<file path="src/rtl/key_schedule_seq128_if.sv">
// Round-key expander bus: start/key request, status flags, and indexed round-key read.
// Latency: not applicable (signal bundle only).
// Backpressure: none; the decryptor waits for keys_valid before reading.
//
// Ports (by modport):
//   master (decryptor side): drives start, Key, rd_idx; observes busy, done, keys_valid, rd_key
//   slave  (expander side) : observes start, Key, rd_idx; drives busy, done, keys_valid, rd_key
interface key_schedule_seq128_if;
  logic           start;
  logic [0:127]   Key;
  logic           busy;
  logic           done;
  logic           keys_valid;
  logic [3:0]     rd_idx;
  logic [0:127]   rd_key;

  modport master (
    output start, Key, rd_idx,
    input  busy, done, keys_valid, rd_key
  );

  modport slave (
    input  start, Key, rd_idx,
    output busy, done, keys_valid, rd_key
  );
endinterface

</file>
<file path="src/rtl/key_schedule_seq128.sv">
// Iterative AES-128 key expander: one round key per clock into an 11-entry register file.
// Latency: done pulses 10 cycles after the accepted start edge; reads are combinational.
// Backpressure: start is ignored while busy; the reader holds off until keys_valid is high.
//
// Ports:
//   clk  - rising-edge clock
//   rst  - synchronous active-high reset
//   bus  - key_schedule_seq128_if.slave: start, Key[0:127] in; busy, done, keys_valid out;
//          rd_idx[3:0] in, rd_key[0:127] out (round key rd_idx, zero unless valid and idx<=10)
module key_schedule_seq128 (
  input  logic                   clk,
  input  logic                   rst,
  key_schedule_seq128_if.slave   bus
);

  localparam logic [0:0] ST_IDLE   = 1'b0;
  localparam logic [0:0] ST_EXPAND = 1'b1;
  localparam logic [3:0] LAST_RND  = 4'd10;
  localparam int         NUM_RK    = 11;

  // Forward S-box, one 16-entry row per high nibble; leftmost byte is low nibble 0.
  localparam logic [127:0] SBOX_ROW [0:15] = '{
    128'h637c777bf26b6fc53001672bfed7ab76,
    128'hca82c97dfa5947f0add4a2af9ca472c0,
    128'hb7fd9326363ff7cc34a5e5f171d83115,
    128'h04c723c31896059a071280e2eb27b275,
    128'h09832c1a1b6e5aa0523bd6b329e32f84,
    128'h53d100ed20fcb15b6acbbe394a4c58cf,
    128'hd0efaafb434d338545f9027f503c9fa8,
    128'h51a3408f929d38f5bcb6da2110fff3d2,
    128'hcd0c13ec5f974417c4a77e3d645d1973,
    128'h60814fdc222a908846eeb814de5e0bdb,
    128'he0323a0a4906245cc2d3ac629195e479,
    128'he7c8376d8dd54ea96c56f4ea657aae08,
    128'hba78252e1ca6b4c6e8dd741f4bbd8b8a,
    128'h703eb5664803f60e613557b986c11d9e,
    128'he1f8981169d98e949b1e87e9ce5528df,
    128'h8ca1890dbfe6426841992d0fb054bb16
  };

  function automatic logic [7:0] sbox_fwd(input logic [7:0] b);
    logic [127:0] row;
    logic [6:0]   sh;
    row = SBOX_ROW[b[7:4]];
    // Low nibble 0 is the most significant byte of the row.
    sh  = {4'd15 - b[3:0], 3'd0};
    return row[sh +: 8];
  endfunction

  function automatic logic [7:0] rcon_sel(input logic [3:0] r);
    case (r)
      4'd1:    return 8'h01;
      4'd2:    return 8'h02;
      4'd3:    return 8'h04;
      4'd4:    return 8'h08;
      4'd5:    return 8'h10;
      4'd6:    return 8'h20;
      4'd7:    return 8'h40;
      4'd8:    return 8'h80;
      4'd9:    return 8'h1b;
      4'd10:   return 8'h36;
      default: return 8'h00;
    endcase
  endfunction

  // One AES-128 schedule step. Words are big-endian in an ascending vector:
  // w0 = [0:31], and byte 0 of each word is its leftmost 8 bits.
  function automatic logic [0:127] expand_step(input logic [0:127] prev, input logic [7:0] rc);
    logic [0:31] t;
    logic [0:31] n0;
    logic [0:31] n1;
    logic [0:31] n2;
    logic [0:31] n3;
    // RotWord(w3) = bytes 13,14,15,12 of the key, then SubWord on each byte.
    t  = {sbox_fwd(prev[104:111]), sbox_fwd(prev[112:119]),
          sbox_fwd(prev[120:127]), sbox_fwd(prev[96:103])} ^ {rc, 24'h0};
    n0 = prev[0:31]   ^ t;
    n1 = prev[32:63]  ^ n0;
    n2 = prev[64:95]  ^ n1;
    n3 = prev[96:127] ^ n2;
    return {n0, n1, n2, n3};
  endfunction

  logic [0:0]   state_q, state_d;
  logic [3:0]   rnd_q, rnd_d;
  logic [0:127] cur_q, cur_d;
  logic         done_q, done_d;
  logic         keys_valid_q, keys_valid_d;
  logic [0:127] rk_q [0:NUM_RK-1];
  logic [0:127] rk_d [0:NUM_RK-1];

  logic         wr_en;
  logic [3:0]   wr_idx;
  logic [0:127] wr_dat;
  logic [0:127] step_dat;
  logic [0:127] rd_key_w;

  // The step always works from cur_q (last written key), so no indexed read of
  // the register file sits on the expansion path.
  always_comb begin
    state_d      = state_q;
    rnd_d        = rnd_q;
    cur_d        = cur_q;
    done_d       = done_q;
    keys_valid_d = keys_valid_q;
    wr_en        = 1'b0;
    wr_idx       = 4'd0;
    wr_dat       = cur_q;
    step_dat     = expand_step(cur_q, rcon_sel(rnd_q));

    case (state_q)
      ST_IDLE: begin
        done_d = 1'b0;
        if (bus.start) begin
          wr_en        = 1'b1;
          wr_idx       = 4'd0;
          wr_dat       = bus.Key;
          cur_d        = bus.Key;
          rnd_d        = 4'd1;
          keys_valid_d = 1'b0;
          state_d      = ST_EXPAND;
        end
      end
      ST_EXPAND: begin
        wr_en  = 1'b1;
        wr_idx = rnd_q;
        wr_dat = step_dat;
        cur_d  = step_dat;
        rnd_d  = rnd_q + 4'd1;
        done_d = 1'b0;
        if (rnd_q == LAST_RND) begin
          state_d      = ST_IDLE;
          done_d       = 1'b1;
          keys_valid_d = 1'b1;
        end
      end
      default: state_d = ST_IDLE;
    endcase
  end

  // Reset blocks register-file writes so a start coinciding with rst leaves no trace.
  always_comb begin
    for (int i = 0; i < NUM_RK; i++) begin
      rk_d[i] = (wr_en && !rst && (wr_idx == 4'(i))) ? wr_dat : rk_q[i];
    end
  end

  always_ff @(posedge clk) begin
    if (rst) begin
      state_q      <= ST_IDLE;
      rnd_q        <= 4'd0;
      cur_q        <= '0;
      done_q       <= 1'b0;
      keys_valid_q <= 1'b0;
    end else begin
      state_q      <= state_d;
      rnd_q        <= rnd_d;
      cur_q        <= cur_d;
      done_q       <= done_d;
      keys_valid_q <= keys_valid_d;
    end
  end

  // Round-key storage is not reset; the read port masks it until keys_valid.
  always_ff @(posedge clk) begin
    for (int i = 0; i < NUM_RK; i++) begin
      rk_q[i] <= rk_d[i];
    end
  end

  always_comb begin
    rd_key_w = '0;
    if (keys_valid_q) begin
      for (int i = 0; i < NUM_RK; i++) begin
        if (bus.rd_idx == 4'(i)) begin
          rd_key_w = rk_q[i];
        end
      end
    end
  end

  assign bus.busy       = (state_q == ST_EXPAND);
  assign bus.done       = done_q;
  assign bus.keys_valid = keys_valid_q;
  assign bus.rd_key     = rd_key_w;

endmodule
</file>
<file path="src/flat_wrapper.sv">
// flat-port wrapper written by rule: the top's interface ports become plain ports
module key_schedule_seq128_flat 
  (clk, rst, bus_start, bus_Key, bus_rd_idx, bus_busy, bus_done, bus_keys_valid, bus_rd_key);
  key_schedule_seq128_if bus_i ();
  input  logic clk;
  input  logic rst;
  input wire logic [$bits(bus_i.start)-1:0] bus_start;
  input wire logic [$bits(bus_i.Key)-1:0] bus_Key;
  input wire logic [$bits(bus_i.rd_idx)-1:0] bus_rd_idx;
  output wire logic [$bits(bus_i.busy)-1:0] bus_busy;
  output wire logic [$bits(bus_i.done)-1:0] bus_done;
  output wire logic [$bits(bus_i.keys_valid)-1:0] bus_keys_valid;
  output wire logic [$bits(bus_i.rd_key)-1:0] bus_rd_key;
  assign bus_i.start = bus_start;
  assign bus_i.Key = bus_Key;
  assign bus_i.rd_idx = bus_rd_idx;
  assign bus_busy = bus_i.busy;
  assign bus_done = bus_i.done;
  assign bus_keys_valid = bus_i.keys_valid;
  assign bus_rd_key = bus_i.rd_key;
  key_schedule_seq128 u_core (.clk(clk), .rst(rst), .bus(bus_i));
endmodule
</file>
<file path="config.mk">
export PLATFORM = sky130hd
export DESIGN_NAME = key_schedule_seq128_flat
export DESIGN_NICKNAME = d
export VERILOG_FILES = /design/src/rtl/key_schedule_seq128_if.sv /design/src/rtl/key_schedule_seq128.sv /design/src/flat_wrapper.sv
export SDC_FILE = /design/constraint.sdc
export NUM_CORES = 2
export LEC_CHECK = 0
export BUFFER_PORTS_ARGS = -buffer_cell sky130_fd_sc_hd__buf_2
export CORE_AREA = 2 2 468 470
export DETAILED_ROUTE_END_ITERATION = 8
export DIE_AREA = 0 0 470 472
export PLACE_DENSITY = 0.54
export SYNTH_ARGS = -nofsm -noshare
export SYNTH_HDL_FRONTEND = slang
export SYNTH_SLANG_ARGS = --single-unit
</file>
<file path="constraint.sdc">
create_clock -name clk -period 23.2 [get_ports clk]
set_input_delay 4.64 -clock clk [delete_from_list [all_inputs] [get_ports clk]]
set_output_delay 4.64 -clock clk [all_outputs]
set_load 0.005 [all_outputs]
</file>
; ---- Word-level counts from Yosys, hierarchy flattened
; Memories as Yosys holds them, arrays and structs flattened. A register that Yosys moved wholly into a read port is not among the register bits.
; Cells that the tools add are included.
[totals]
register_bits = 135
mem_bits_ro = 8320
inputBits = 135
n_memories = 6
out_inout_bits = 131
mem_bits_rw = 1408
[op_classes]
n_mux = 47
n_addsub = 5
eq_ne = 23
shifts = 4
reduce_logical = 16
bitwise = 10
magnitude_cmp = 4
[mem_list]
columns = name, depth, width, rd, rd_ports_with_merged_regs, wr, line
row1 = (name not given), 16, 128, 1, 0, 0, key_schedule_seq128.sv:44  ; row = SBOX_ROW[b[7:4]];
row2 = (name not given), 16, 128, 1, 0, 0, key_schedule_seq128.sv:44
row3 = (name not given), 16, 128, 1, 0, 0, key_schedule_seq128.sv:44
row4 = (name not given), 16, 128, 1, 0, 0, key_schedule_seq128.sv:44
row5 = u_core.rk_q, 11, 128, 11, 0, 11, key_schedule_seq128.sv:89  ; logic [0:127] rk_q [0:NUM_RK-1];
row6 = (name not given), 16, 8, 1, 1, 0, key_schedule_seq128.sv:51  ; case (r)
[ops]
columns = cell, count
row1 = 128-bit 2-to-1 mux, 32
row2 = 128-bit by 8-bit indexed part select with 8-bit output, 4
row3 = 128-bit one-hot mux with 2 select lines, 1
row4 = 32-bit bitwise XOR, 5
row5 = 4-bit by 3-bit equality test with 1-bit output (second input constant), 8
row6 = 4-bit equality test (second input constant), 7
row7 = 5-bit greater-or-equal comparator (second input constant), 4
row8 = 4-bit inverter with 5-bit output, 4
row9 = 4-bit by 2-bit equality test with 1-bit output (second input constant), 4
row10 = 4-bit one-hot mux with 2 select lines, 2
row11 = 4-bit subtractor (first input constant), 4
row12 = 1-bit logical AND, 12
row13 = 4-bit 2-to-1 mux, 3
row14 = 4-bit by 1-bit equality test with 1-bit output (second input constant), 2
row15 = 4-bit zero test, 2
row16 = 1-bit one-hot mux with 2 select lines, 4
row17 = 1-bit 2-to-1 mux, 5
row18 = 4-bit by 1-bit adder with 4-bit output (second input constant), 1
row19 = 2-bit inequality test (second input constant), 2
row20 = 2-bit AND reduction, 1
row21 = 1-bit zero test, 1
row22 = 1-bit inverter, 1

; ---- Longest topological paths before layout
[logic_depth]
word_depth = 13
mapped_depth = 14
depth_no_buf = 10

; ---- Worst setup path after synthesis
; No wires, ideal clock.
[synth_timing]
kind = input-to-reg
start = input port rst
end = memory u_core.rk_q[4][0] (netlist bit), enable pin
path_buffers = 1
path_stages = 6
path_slack_ns = 8.613
setup_time_ns = 0.772
t_arrival_ns = 13.815
path_cell_list = clkbuf_1 > clkinv_1 > nand2_1 > nor2_1 > nand2_1 > nor3_1
[synth_lines]
columns = item, line
row1 = from (decl), flat_wrapper.sv:6  ; input logic rst;
row2 = to (decl), key_schedule_seq128.sv:89

; ---- Final worst setup path
[layout_timing]
start = input port bus_rd_idx[1]
end = output port bus_rd_key[89]
[layout_via]
elab_chain_cells = 13
word_cells_on_any_way = 23
classes_between = 10 x eq/ne / 12 x mux / 1 x reduce/logical
[layout_lines]
columns = item, line
row1 = from (decl), flat_wrapper.sv:9  ; input wire logic [$bits(bus_i.rd_idx)-1:0] bus_rd_idx;
row2 = 4-bit zero test, key_schedule_seq128.sv:175  ; if (bus.rd_idx == 4'(i)) begin
row3 = 128-bit 2-to-1 mux (10 in a row), key_schedule_seq128.sv:175
row4 = 128-bit 2-to-1 mux (*), key_schedule_seq128.sv:175
row5 = 128-bit 2-to-1 mux (*), key_schedule_seq128.sv:173  ; if (keys_valid_q) begin
row6 = to (decl), flat_wrapper.sv:13  ; output wire logic [$bits(bus_i.rd_key)-1:0] bus_rd_key;
; Every way passes the cells marked *; elsewhere a longest branch is shown, timed or not.

==> results.json <==
{
  "grt_antenna_before_repair": 36,
  "holdCritPathClass": "flip-flop to flip-flop",
  "grt_pass1_wl_um": 417100,
  "post-cts-setup-buffers": 0,
  "async_flop_share": 0,
  "post-route-cell-area_um2": 84900,
  "synth_ff_type": "edfxtp_1",
  "ys_seq_area_frac": 0.5965,
  "io_buffers": 265,
  "cp-start-kind": "primary input",
  "whs_path_depth": 2,
  "p_leak_nw": 27.72,
  "path_clk_slew_ns": 0.06,
  "crit_type": "primary input to primary output",
  "cts_tree": "done",
  "register_area_um2": 45180,
  "worst-path-stages": 11,
  "rsz0062_at_grt": "no",
  "cts_resized": 0,
  "yosys_warnings": 0,
  "tightest_slew_ns": 1.466,
  "status": "finished clean",
  "critical_path.cell_chain": "clkbuf_8 -> buf_4 -> and3_4 -> buf_4 -> a22oi_1 -> a21oi_1 -> a211oi_1 -> o21ai_0 -> o21ai_0 -> a21oi_1 -> buf_2",
  "synth.distinct_cells": 101,
  "final_nets": 6500,
  "setup-violations-final": 0,
  "min_period_ns": 13.53,
  "cts.sinks": 1551,
  "critPathTopFamily": "buffers and inverters",
  "cp_slowest_cell": "buf_4",
  "final_layout_size_suffix_gt1_frac": 0.1409,
  "die_w_um": 470,
  "numCtsBuffers": 159,
  "ys_ff_latch": 1551,
  "clock.fmax_ghz": 0.07390,
  "gp_congestion": 0.9268,
  "start_util": 0.3495,
  "finalCoreUtilization": 0.3921,
  "htree_levels": 4,
  "dieArea_um2": 221800,
  "syn_area_per_cell_um2": 12.04,
  "routed_wl_um": 296300,
  "slew_headroom": 0.02251,
  "fillCellCount": 20660,
  "worst_ir_drop_vdd_v": 0.00008841,
  "crit_arrival_ns": 8.89,
  "cp-end-kind": "primary output",
  "via_per_inst": 6.156,
  "synth_edf_count": 1408,
  "path_buf_inv": 4,
  "antenna_left": 0,
  "cts_root_buf": "clkbuf_16",
  "drt_iter0_markers": 8692,
  "grt_usage": 0.2587,
  "finalSetupTns_ns": 0,
  "multi_input_area_um2": 28230,
  "core.rowCount": 171,
  "synth_area_um2": 75680,
  "reg2reg_depth": 10,
  "finalHoldViolCount": 0,
  "critical_path.max_stage_delay_ns": 0.83,
  "routedWlPerCell_um": 31.87,
  "worstPathRequired_ns": 18.56,
  "finalCritPeriodShare": 0.5832,
  "fp.coreArea_um2": 216500,
  "grt_pass1_vias": 53170,
  "ios": 266,
  "cellPowerDensity_nw_per_um2": 115.9,
  "clk_latency_ns": 0.82,
  "die_y_um": 472,
  "drc_errors": 0,
  "slew_viol_final": 0,
  "setup_ws_ns": 9.669,
  "synthCells": 6285,
  "via_count": 57220,
  "path_max_fanout": 61,
  "overflow": 0,
  "skew_ns": 0.04147,
  "cts_hold_buf": 0,
  "hpwlAfterDp_um": 188100,
  "grt_max_degree": 160,
  "clk_path_buf_depth": 3,
  "synth_nets": 6478,
  "placed_area_um2": 79930,
  "max-cap-violations": 0,
  "pre_cts_ws_ns": 9.605,
  "syn_to_final_growth_pct": 12.18,
  "dr.pass1.iters": 9
}
-- flip-flops by register name, summed over array words and instances (netlist names), named ones only --
register and flops:
u_core.bus.busy 1, u_core.bus.done 1, u_core.rnd_q 4, u_core.bus.keys_valid 1
u_core.cur_q 128, u_core.rk_q 1408
-- worst min-delay path, stage by stage, from the launching register on --
cell	delay, ns
dfxtp_1	0.33
mux2i_1	0.17
a211oi_1	0.10
-- synth_stat cells (25+ instances only) --
library cell,count,area share
dfxtp_1,143,0.038
and3_1,33,0.0027
nor2b_1,188,0.016
a311oi_1,44,0.0051
o311ai_0,43,0.0050
a31oi_1,84,0.0069
xor2_1,59,0.0068
xnor2_1,144,0.017
nand3_1,89,0.0059
a21oi_1,600,0.040
a222oi_1,51,0.0067
nand2_1,265,0.013
a221oi_1,67,0.0078
inv_1,40,0.0020
nand2b_1,118,0.0098
o211ai_1,60,0.0060
mux2i_1,129,0.017
o211a_1,27,0.0036
buf_1,51,0.0025
ha_1,58,0.0096
o21ai_0,430,0.028
buf_2,97,0.0064
a211oi_1,268,0.027
nor2_1,421,0.021
edfxtp_1,1408,0.56
clkbuf_1,406,0.020
mux4_2,83,0.025
and2_1,64,0.0053
nor3_1,87,0.0058
a22oi_1,158,0.016
o2bb2ai_1,60,0.0069
nand4_1,25,0.0021
-- report_power, final --
group          leakage, nW  switching, W  total (W)  internal [W]
Combinational         11.4       0.00257    0.00377       0.00120
Clock                 2.42       0.00107    0.00247       0.00140
Sequential            13.9      0.000119    0.00360       0.00348
-- layout make-up --
type	instances	share of cell area
Sequential cell	1551	0.5322
Multi-Input combinational cell	4100	0.3326
Clock buffer	204	0.05061
Tap cell	2854	0.04206
Timing Repair Buffer	438	0.03217
Clock inverter	80	0.007531
Inverter	57	0.002520
Antenna cell	12	0.0003537
-- path summary, 6_finish.rpt --
check | from | end | slack (ns)
max | bus_rd_idx[1] | bus_rd_key[89] | 9.67
min | u_core.cur_q[87] | u_core.cur_q[87] | 0.64
max reg2reg | u_core.cur_q[98] | u_core.rk_q[9][67] | 17.21
min reg2reg | u_core.cur_q[87] | u_core.cur_q[87] | 0.64
-- metal layers --
metal | wire length (um) | vias up | global-route usage | part of all wire
li1 | - | 24540 | - | -
met1 | 127000 | 29160 | 0.3704 | 0.43
met2 | 133600 | 3076 | 0.3995 | 0.45
met3 | 25480 | 448 | 0.04160 | 0.086
met4 | 10160 | 2 | 0.08416 | 0.034
met5 | 11 | - | 0 | 0.000037
-- kinds of logic (layout without fill, tap and decap cells) --
kind of cell	Yosys count	count (layout)	share of synthesized area
adders and majority gates	58	58	0.009590
buffers and inverters	634	779	0.03479
muxes	229	229	0.04444
AOI/OAI and AO/OA	2185	2185	0.1922
and+or+nand+nor	1400	1400	0.09152
other	0	12	0
xor gates and xnor gates	228	228	0.03097
DFF	1551	1551	0.5965
-- through the flow --
stage / power [W] / hold slack, ns / cells
finish: 0.009843 / 0.6444 / 9296
global route: 0.01018 / 0.6684 / 9290
CTS: 0.009774 / 0.6408 / 9284
detailed placement: 0.007312 / 0.6229 / 9000
global placement: 0.007313 / 0.6231 / 9000
floorplan: 0.005909 / 0.5768 / 6285
-- layout by cell type, fill, tap and decap left out, types with 43 or more instances in the layout --
master	n
edfxtp_1	1408
a21oi_1	568
o21ai_0	430
nor2_1	405
a211oi_1	268
nand2_1	261
buf_2	261
nor2b_1	185
buf_4	168
clkbuf_16	166
a22oi_1	158
xnor2_1	144
mux2i_1	127
dfxtp_1	126
nand2b_1	118
nand3_1	89
a31oi_1	84
mux4_2	83
nor3_1	82
a221oi_1	67
and2_1	64
o2bb2ai_1	60
o211ai_1	60
xor2_1	59
ha_1	58
a222oi_1	51
a311oi_1	44
o311ai_0	43
No activity file was read; power rests on OpenSTA's default activity.
